**src/rtl/matrix_op_sequencer.sv**
```systemverilog
// Control sequencer for one matrix instruction: issues per-element read
// addresses, accumulator controls and writebacks over 8 x 4x4 matrices.
module matrix_op_sequencer #(
    parameter logic [2:0] MMUL_DEST = 3'd0
) (
    input  logic       clk,
    input  logic       reset,
    input  logic       start,
    input  logic [2:0] op,
    input  logic [2:0] dest,
    input  logic [2:0] src,
    output logic       busy,
    output logic       done,
    output logic       err,
    output logic       halted,
    output logic       rd_en,
    output logic [6:0] rd_addr_a,
    output logic [6:0] rd_addr_b,
    output logic [2:0] alu_op,
    output logic       acc_clr,
    output logic       acc_en,
    output logic       wr_en,
    output logic [6:0] wr_addr
);
    localparam logic [2:0] OP_NOP  = 3'b000;
    localparam logic [2:0] OP_LOAD = 3'b001;
    localparam logic [2:0] OP_SCAL = 3'b100;
    localparam logic [2:0] OP_MMUL = 3'b101;
    localparam logic [2:0] OP_TRAN = 3'b110;
    localparam logic [2:0] OP_STOP = 3'b111;

    typedef enum logic [2:0] {IDLE, ELEM, MMUL, DRAIN, FIN} state_t;

    state_t     state, state_nx;
    logic [5:0] cnt;
    logic [2:0] op_q, dest_q, src_q;
    logic       err_q;
    logic       accept, illegal;
    logic [6:0] waddr_iss;

    // vld_pipe[1]: one cycle after issue (element write / acc control);
    // vld_pipe[2]: two cycles after issue (matrix-multiply writeback).
    logic [2:1] vld_pipe;
    logic       mm1;
    logic [1:0] k1;
    logic [6:0] waddr1, waddr2;

    assign accept = (state == IDLE) && start && !halted;

    always_comb begin
        illegal = 1'b0;
        case (op)
            OP_SCAL, OP_TRAN: illegal = (dest == src);
            OP_MMUL:          illegal = (dest == MMUL_DEST) || (src == MMUL_DEST);
            default:          illegal = 1'b0;
        endcase
    end

    always_ff @(posedge clk) begin
        if (reset) begin
            state  <= IDLE;
            op_q   <= '0;
            dest_q <= '0;
            src_q  <= '0;
            err_q  <= 1'b0;
            halted <= 1'b0;
        end else begin
            state <= state_nx;
            if (accept) begin
                op_q   <= op;
                dest_q <= dest;
                src_q  <= src;
                err_q  <= illegal;
                if (op == OP_STOP) halted <= 1'b1;
            end
        end
    end

    always_comb begin
        state_nx = state;
        case (state)
            IDLE: begin
                if (accept) begin
                    if (op == OP_NOP || op == OP_STOP || illegal) state_nx = FIN;
                    else if (op == OP_MMUL)                      state_nx = MMUL;
                    else                                         state_nx = ELEM;
                end
            end
            ELEM:  if (cnt == 6'd15) state_nx = DRAIN;
            MMUL:  if (cnt == 6'd63) state_nx = DRAIN;
            // Multiply needs a second drain cycle for its two-deep writeback.
            DRAIN: if (!(op_q == OP_MMUL && cnt == 6'd0)) state_nx = FIN;
            FIN:   state_nx = IDLE;
            default: state_nx = IDLE;
        endcase
    end

    always_ff @(posedge clk) begin
        if (reset) begin
            cnt <= '0;
        end else begin
            case (state)
                ELEM:    cnt <= (cnt == 6'd15) ? 6'd0 : cnt + 6'd1;
                MMUL:    cnt <= cnt + 6'd1;
                DRAIN:   cnt <= (state_nx == DRAIN) ? 6'd1 : 6'd0;
                default: cnt <= '0;
            endcase
        end
    end

    // Element walk uses cnt as {r,c}; multiply walk uses cnt as {i,j,k}.
    always_comb begin
        rd_en     = 1'b0;
        rd_addr_a = '0;
        rd_addr_b = '0;
        waddr_iss = '0;
        if (state == ELEM) begin
            rd_en     = 1'b1;
            waddr_iss = {dest_q, cnt[3:2], cnt[1:0]};
            case (op_q)
                OP_LOAD: rd_addr_a = {src_q, cnt[3:2], cnt[1:0]};
                OP_TRAN: rd_addr_a = {src_q, cnt[1:0], cnt[3:2]};
                OP_SCAL: begin
                    rd_addr_a = {dest_q, cnt[3:2], cnt[1:0]};
                    rd_addr_b = {src_q, 4'b0000};
                end
                default: begin
                    rd_addr_a = {dest_q, cnt[3:2], cnt[1:0]};
                    rd_addr_b = {src_q, cnt[3:2], cnt[1:0]};
                end
            endcase
        end else if (state == MMUL) begin
            rd_en     = 1'b1;
            rd_addr_a = {dest_q, cnt[5:4], cnt[1:0]};
            rd_addr_b = {src_q, cnt[1:0], cnt[3:2]};
            waddr_iss = {MMUL_DEST, cnt[5:4], cnt[3:2]};
        end
    end

    always_ff @(posedge clk) begin
        if (reset) begin
            vld_pipe <= '0;
            mm1      <= 1'b0;
            k1       <= '0;
            waddr1   <= '0;
            waddr2   <= '0;
        end else begin
            vld_pipe[1] <= rd_en;
            vld_pipe[2] <= vld_pipe[1] && mm1 && (k1 == 2'd3);
            mm1         <= (state == MMUL);
            k1          <= cnt[1:0];
            waddr1      <= waddr_iss;
            waddr2      <= waddr1;
        end
    end

    always_comb begin
        wr_en   = (vld_pipe[1] && !mm1) || vld_pipe[2];
        wr_addr = '0;
        if (vld_pipe[2])               wr_addr = waddr2;
        else if (vld_pipe[1] && !mm1)  wr_addr = waddr1;
        acc_clr = vld_pipe[1] && mm1 && (k1 == 2'd0);
        acc_en  = vld_pipe[1] && mm1 && (k1 != 2'd0);
        busy    = (state == ELEM) || (state == MMUL) || (state == DRAIN);
        done    = (state == FIN);
        err     = (state == FIN) && err_q;
        alu_op  = (state == IDLE) ? 3'b000 : op_q;
    end
endmodule
```
**config.mk**
```make
export PLATFORM = sky130hd
export DESIGN_NAME = matrix_op_sequencer
export DESIGN_NICKNAME = d
export VERILOG_FILES = /design/src/rtl/matrix_op_sequencer.sv
export SDC_FILE = /design/constraint.sdc
export NUM_CORES = 1
export LEC_CHECK = 0
export CORE_MARGIN = 1.5
export CORE_UTILIZATION = 40
export DETAILED_ROUTE_END_ITERATION = 7
export PLACE_DENSITY = 0.66
export SLEW_MARGIN = 40
export SYNTH_ARGS = -nofsm -noshare
export SYNTH_HDL_FRONTEND = slang
export SYNTH_SLANG_ARGS = --single-unit
export TNS_END_PERCENT = 100
```
**constraint.sdc**
```tcl
create_clock -name clk -period 1.8 [get_ports clk]
set_input_delay 0.54 -clock clk [delete_from_list [all_inputs] [get_ports clk]]
set_output_delay 0.54 -clock clk [all_outputs]
set_load 0.005 [all_outputs]
```
After elaboration in Yosys (flattened, before gate mapping)
Index checks and enable logic that the tools add are counted.
Widths: inputs -> output; s select.

storage, ports and cells
  register bits = 39

operators by class
  reductions and logical operators = 27
  $add $sub $neg = 1
  multiplexer cells = 24
  eq/ne operators = 17

operator list
  operator             number
  $mux 7               7
  $pmux 7 s2           2
  $eq 3x3->1 const B   8
  $mux 3               6
  $pmux 6 s3           1
  $logic_not 3->1      4
  $pmux 3 s4           1
  $eq 3x2->1 const B   3
  $logic_and 1x1->1    9
  $add 6x1->6 const B  1
  $eq 3x1->1 const B   2
  $eq 6x4->1 const B   1
  $eq 6x6->1 const B   1
  $logic_not 6->1      1
  $logic_or 1x1->1     6
  $mux 6               1
  $mux 4               1
  $reduce_or 2->1      2
  $eq 3x3->1           1
  $mux 1               3
  $eq 2x2->1 const B   1
  $logic_not 1->1      2
  $logic_not 2->1      1
  $mux 2               1
  other kinds (3)      3

Depth between registers and ports, before layout
Gate-level depths: netlist of run 1.

  word-level depth = 10
  gate-level depth with buffers = 7

Worst setup path after synthesis of run 1
Ideal clock, no wire load.

  path type = register -> output
  from = register state[0]
  to = output rd_addr_a[4]
  stages on the path, launching flop included = 5
  slack = 0.121 ns
  buffers on the path = 0
  arrival = 1.139 ns
  cells stage by stage = dfxtp_1 > nand2b_2 > a21oi_1 > o21a_1 > a22o_1

between the ends
  word-level cells in the longest chain between the ends = 3
  elaborated cells between the ends (all ways) = 4

RTL lines
  element                   RTL line  text
  start: declaration        34        state_t state, state_nx;
  start signal: assignment  68        state <= state_nx;
  $eq 3x2->1                132       end else if (state == MMUL) begin
  $mux 7                    132
  $mux 7 *                  117       if (state == ELEM) begin
  end: declaration          17        output logic [6:0] rd_addr_a,

Mark *: on every way between the ends. The rest lies on a longest branch, timed or not.

Final worst setup path of run 1
  from = register op_q[0]
  to = output rd_addr_a[5]

between the ends
  word-level cells in the longest chain between the ends = 3
  elaborated cells between the ends (all ways) = 4

RTL lines
  element                                          RTL line  text
  start: declaration                               36        logic [2:0] op_q, dest_q, src_q;
  start signal: assignment                         70        op_q <= op;
  $eq 3x3->1 / $eq 3x1->1 (equally long branches)  120       case (op_q)
  $pmux 7 s2 *                                     120
  $mux 7 *                                         117

Marked as above.

==> metrics.yaml, run 1 <==
syn2layout_area_growth_pct: 62.7
drv_cap: 0
die_h_microns: 70.9
synthDistinctLibCells: 40
p_per_area_nw_per_um2: 658
swShare: 0.276
power_frac_seq: 0.468
slew_headroom: 0.779
cts_root_buf: "clkbuf_8"
wl_per_cell_microns: 13.8
drt_iter0_markers: 97
syn_nets: 237
finalHoldViolCount: 0
fin_crit_ps: 2200
drtAntennaViolNets: 0
totalNegativeSetupSlack_ps: -4810
violations: "negative setup slack"
placed_cell_area_sq_um: 2620
fin_skew_ps: 3.19
setup.worst_path.start_class: "flip-flop"
arrival_ps: 1660
vias: 1950
max_freq_mhz: 455
setup-violations-final: 21
grt_max_degree: 17
cellLeakagePower_nw: 1.35
yosys_warnings: 0
run_status: "finished, violations left"
cp_cell_sequence: "and2b_2 -> a21oi_2 -> o21a_1 -> buf_6 -> a22o_1 -> buf_2"
slowest_delay_ps: 330
synth_edf_count: 0
whs_ps: 447
slew_violations: 0
initial_utilization: 0.421
grt_pass1_vias: 1929
fp.dieW_microns: 70.9
synthFlopType: "dfxtp_1"
cts.sinks: 39
synth.top_cell.area_share: 0.423
gp_congestion: 0.850
ys_seq_elements: 39
grt_pass1_wl_microns: 8890
synth_async_sr_flop_share: 0
cts_made_buffers: 5
first_pass_iters: 4
fin_area_sq_um: 3000
syn_area_sq_um: 1850
synth.area.top_cells: "dfxtp_1 (42%), nand2_1 (6.1%), nor2_1 (6.1%), mux2i_1 (4.9%), nor2b_1 (4.4%)"
grt_setup_unrepaired: "yes"
finalCritPeriodShare: 1.22
hold_class: "reg2reg"
io_buffers: 43
power_w: 0.00198
fin_nets: 347
syn_area_per_cell_sq_um: 8.28
layout-drive-gt1-share: 0.419
yosysSeqAreaShare: 0.423
syn_inst: 223
p_comb_frac: 0.242
row_count: 24
design.portCount: 44
worst_ir_drop_vdd_v: 0.000603
final_common_cell: "buf_4"
clk_latency_ps: 290
cts_tree: "built"
remaining_drc_errors: 0
htreeDepth: 2
grt_remaining_overflow: 0
hpwlAfterDp_microns: 3470
worst_slew_pin_slew_ps: 328
core-area_sq_um: 4380
crit_fanout: 3
final_cell_mix: "buf_4 (50), dfxtp_1 (30), nand2_1 (29), nor2_1 (25)"
crit_slowest_cell: "dfxtp_2"
synth_area_leader_cell: "dfxtp_1"
cts_buffer_depth: 2
grtUsageTotal: 0.223
crit_path_end_kind: "output pin"
viasPerCell: 5.05
criticalPathCategory: "reg2out"
required_ps: 1260
cts_hold_buffers: 0
dieArea_sq_um: 5030
fin_ws_ps: -399
nFillCells: 376
clkPwrFrac: 0.291
switchingPower_w: 0.000546
wl_microns: 5310
num_antenna_cells: 0
clkSlewWorstSetupHoldPaths_ps: 70
intPower_w: 0.00143
antenna_found_initial: 0
place_ws_ps: -444
cell type report:
cell class,count,area (sq um),share of cell area
multi-input combinational,169,1110,0.369
clock buffer,5,68.8,0.0229
tap,52,65.1,0.0217
timing repair buffer,114,932,0.310
clock inverter,3,15.0,0.00500
inverter,4,15.0,0.00500
sequential,39,800,0.266
per-layer routing:
| metal | vias to the layer above | wire length (microns) | share of wire | global-route usage |
|---|---|---|---|---|
| met3 | 11 | 251 | 0.047 | 0.0499 |
| met1 | 905 | 2260 | 0.43 | 0.255 |
| met4 | 0 | 72 | 0.014 | 0.0608 |
| met2 | 54 | 2730 | 0.51 | 0.416 |
| met5 | - | 0 | 0 | 0 |
| li1 | 980 | - | - | - |
worst paths after layout:
| path | start | to | slack (ps) | cells past startpoint |
|---|---|---|---|---|
| max | op_q[0] | rd_addr_a[5] | -400 | 6 |
| min reg2reg | k1[1] | vld_pipe[2] | 450 | 2 |
| max reg2reg | cnt[0] | state[1] | 240 | 7 |
| min | k1[1] | vld_pipe[2] | 450 | 2 |
through the flow:
| stage | util | cells |
|---|---|---|
| after global routing | 0.685 | 386 |
| after detailed placement | 0.597 | 349 |
| final | 0.685 | 386 |
| after global placement | 0.597 | 349 |
| after floorplan | - | 223 |
| after CTS | 0.669 | 380 |
logic make-up after synthesis:
kind of cell / after synthesis / share of synthesized area
and+or+nand+nor: 110 / 0.295
AOI/OAI and AO/OA: 41 / 0.151
adders and majority gates: 2 / 0.0135
muxes: 9 / 0.0488
buffers and inverters: 15 / 0.0359
DFF: 39 / 0.423
xor gates and xnor gates: 7 / 0.0332
flip-flops by register name, summed over array words and instances (netlist names), 2 cells and up:
register / flops
waddr1: 7
waddr2: 7
cnt: 6
dest_q: 3
op_q: 3
src_q: 3
state: 3
k1: 2
vld_pipe: 2
Yosys cell counts (4+ instances only):
library cell / number
and2_1: 5
and3_1: 7
nand3_1: 4
inv_1: 4
a22o_1: 9
mux2i_1: 9
nor2b_1: 13
nor3_1: 7
dfxtp_1: 39
a21oi_1: 15
xnor2_1: 5
nor2_1: 30
nand2_1: 30
buf_2: 8
a31oi_1: 4
timing repair:
item                                    CTS  global route
setup buffers                            23             7
endpoints found under the setup margin   31            27
pin swaps                                23            15
resized for setup                       156            16
power by group through the flow:
stage	clock network [W]	registers [W]	logic, W
2_1_floorplan	0	0.000932	0.000160
3_3_place_gp	0	0.000934	0.000346
3_5_place_dp	0	0.000936	0.000348
4_1_cts	0.000582	0.000920	0.000448
5_1_grt	0.000626	0.000928	0.000515
6_report	0.000574	0.000924	0.000477
critical path, delay by kind of cell, from the launching register on:
family | cells | cell delay, ps
flip-flops | 1 | 330
buffers and inverters | 2 | 260
AO/OA/AOI/OAI | 3 | 500
AND/OR/NAND/NOR | 1 | 270
Note: power is estimated with default switching activity, not from simulation.
==> inputs of run 2 (changes only) <==
Settings changed: SETUP_SLACK_MARGIN from default to 0.5.
==> run 2 against run 1 <==
Effect of this change:
- the run still ends with negative setup slack left
- via count is 7.6% higher
- sequential power down 0.4%
- combinational power is 35% higher
- clock power up 4.0%
- utilization rose by 11 points
- critical path depth is 1 higher
- clock-buffer cell count did not move
- largest cell class unchanged
- global-route usage grew 1.5 points
- largest power group unchanged
- wire length up 17%
- cell area up 16%
==> metrics.yaml, run 2 (synthesis results as in run 1) <==
run_status: "finished, violations left"
violations: "negative setup slack"
syn2layout_area_growth_pct: 88.0
path_buf_inv: 3  # +1
cp_cell_sequence: "buf_6 -> nor3b_4 -> a21oi_2 -> o21a_1 -> buf_4 -> a22o_1 -> buf_2"
initial_utilization: 0.421  # unchanged
cellLeakagePower_nw: 1.52  # +13%
grt_pass1_vias: 2033  # +5.4%
cts_hold_buffers: 0  # unchanged
finalCritPeriodShare: 1.29  # +0.0671
vias: 2098  # +7.6%
antenna_found_initial: 0  # unchanged
fp.dieW_microns: 70.9  # unchanged
setup.worst_path.start_class: "flip-flop"
slew_violations: 0  # unchanged
max_freq_mhz: 431  # -5.2%
nFillCells: 289  # -23%
io_buffers: 43  # unchanged
slew_headroom: 0.780  # about the same
required_ps: 1260  # about the same
fin_crit_ps: 2320  # +121 ps
remaining_drc_errors: 0  # unchanged
arrival_ps: 1780  # +120 ps
p_per_area_nw_per_um2: 622  # -5.3%
finalHoldViolCount: 0  # unchanged
drv_cap: 0  # unchanged
num_antenna_cells: 0  # unchanged
wl_microns: 6220  # +17%
clkSlewWorstSetupHoldPaths_ps: 80  # about the same
viasPerCell: 5.30  # +4.9%
cp_top_family: "compound AO/OA/AOI/OAI gates"
grt_remaining_overflow: 0  # unchanged
cts_root_buf: "clkbuf_8"
htreeDepth: 2  # unchanged
worst_ir_drop_vdd_v: 0.000420  # -30%
design.portCount: 44  # unchanged
grt_max_degree: 15  # -2
grt_pass1_wl_microns: 9540  # +7.3%
reg_top3: "waddr1 (7), waddr2 (7), cnt (6)"
slowest_delay_ps: 350  # +20 ps
crit_path_end_kind: "output pin"
first_pass_iters: 4  # unchanged
cts_made_buffers: 5  # unchanged
fin_nets: 357  # +2.9%
drtAntennaViolNets: 0  # unchanged
crit_fanout: 3  # unchanged
cts_tree: "built"
grt_setup_unrepaired: "yes"
cts.sinks: 39  # unchanged
die_h_microns: 70.9  # unchanged
final_core_util: 0.792  # +0.107
crit_slowest_cell: "dfxtp_4"
fin_skew_ps: 2.21  # -0.981 ps
drt_iter0_markers: 103  # +6.2%
criticalPathCategory: "reg2out"
placed_cell_area_sq_um: 2710  # +3.3%
fin_area_sq_um: 3470  # +16%
dieArea_sq_um: 5030  # unchanged
hold_class: "reg2reg"
layout-drive-gt1-share: 0.599  # +0.180
final_cell_mix: "buf_6 (40), buf_4 (40), dfxtp_1 (27), buf_2 (27)"
gp_congestion: 0.859  # +1.1%
hpwlAfterDp_microns: 3440  # -0.88%
cts_buffer_depth: 2  # unchanged
row_count: 24  # unchanged
worst_slew_pin_slew_ps: 330  # +1.91 ps
wl_per_cell_microns: 15.7  # +14%
setup-violations-final: 25  # +19%
core-area_sq_um: 4380  # unchanged
grtUsageTotal: 0.238  # +0.0150
fin_ws_ps: -520  # -121 ps
clk_latency_ps: 300  # about the same
## run 2: cell count changes in the layout (fill, tap and decap cells not counted), sizes merged, moves of 2 or more
cell / delta
clkdlybuf4s50: -12
clkbuf: -2
clkinv: -2
buf: +17
dlygate4sd2: +7
## run 2: worst reg2reg max path, stage by stage (launching register included)
cell and delay, ps:
dfxtp_4 370, buf_6 130, inv_4 60, ha_4 130, and4bb_2 270, nand3_2 80
or2_1 240, a31oi_1 180
## run 2: path summary, 6_finish.rpt
check / startpoint / endpoint / slack (ps) / depth (start not counted)
setup reg to reg: cnt[1] / state[0] / 250 / 7
hold / removal: k1[1] / vld_pipe[2] / 460 / 2
hold reg to reg: k1[1] / vld_pipe[2] / 460 / 2
setup / recovery: op_q[2] / rd_addr_a[6] / -520 / 7
## run 2: what timing repair did
action / 4_1_cts / 5_1_grt
gates cloned: 1 / 0
setup buffers: 35 / 6
pin swaps: 41 / 29
endpoints found under the setup margin: 54 / 49
gates resized for setup: 218 / 55
## run 2: where the power goes
part / internal [W] / leakage (nW) / switching (W)
combinational: 0.000360 / 1.15 / 0.000284
clock: 0.000271 / 0.0445 / 0.000326
sequential: 0.000889 / 0.324 / 0.0000304
## run 2: cell type report
type | count | area [sq um] | area share
multi-input cells | 169 | 1380 | 0.399
repair buffers | 124 | 1090 | 0.315
flip-flops and latches | 39 | 818 | 0.236
clock buffers | 5 | 68.8 | 0.0198
well taps | 52 | 65.1 | 0.0187
inverters | 4 | 22.5 | 0.00649
clock inverters | 3 | 18.8 | 0.00541
## run 2: stage by stage
stage                     setup TNS [ps]  setup WS [ps]  power (W)  hold WS [ps]  std cells
after floorplan                        0            221    0.00113           428        223
after global placement             -4770           -302    0.00131           444        346
after detailed placement           -5000           -319    0.00131           448        346
after CTS                          -4660           -481    0.00206           464        390
after global routing               -7340           -584    0.00225           476        396
final                              -5970           -520    0.00216           463        396
## run 2: per-layer routing
metal,routed length (microns),vias up,share of wire,track usage
met5,0,-,0,0
li1,-,1016,-,-
met2,3440,70,0.55,0.449
met4,110,0,0.018,0.0734
met3,244,13,0.039,0.0456
met1,2420,999,0.39,0.270
==> inputs of run 3 (changes only) <==
Settings changed: HOLD_SLACK_MARGIN from default to 0.02.
==> results of run 3 <==
Same layout as run 2: the final DEF is identical, and so are final timing and power.
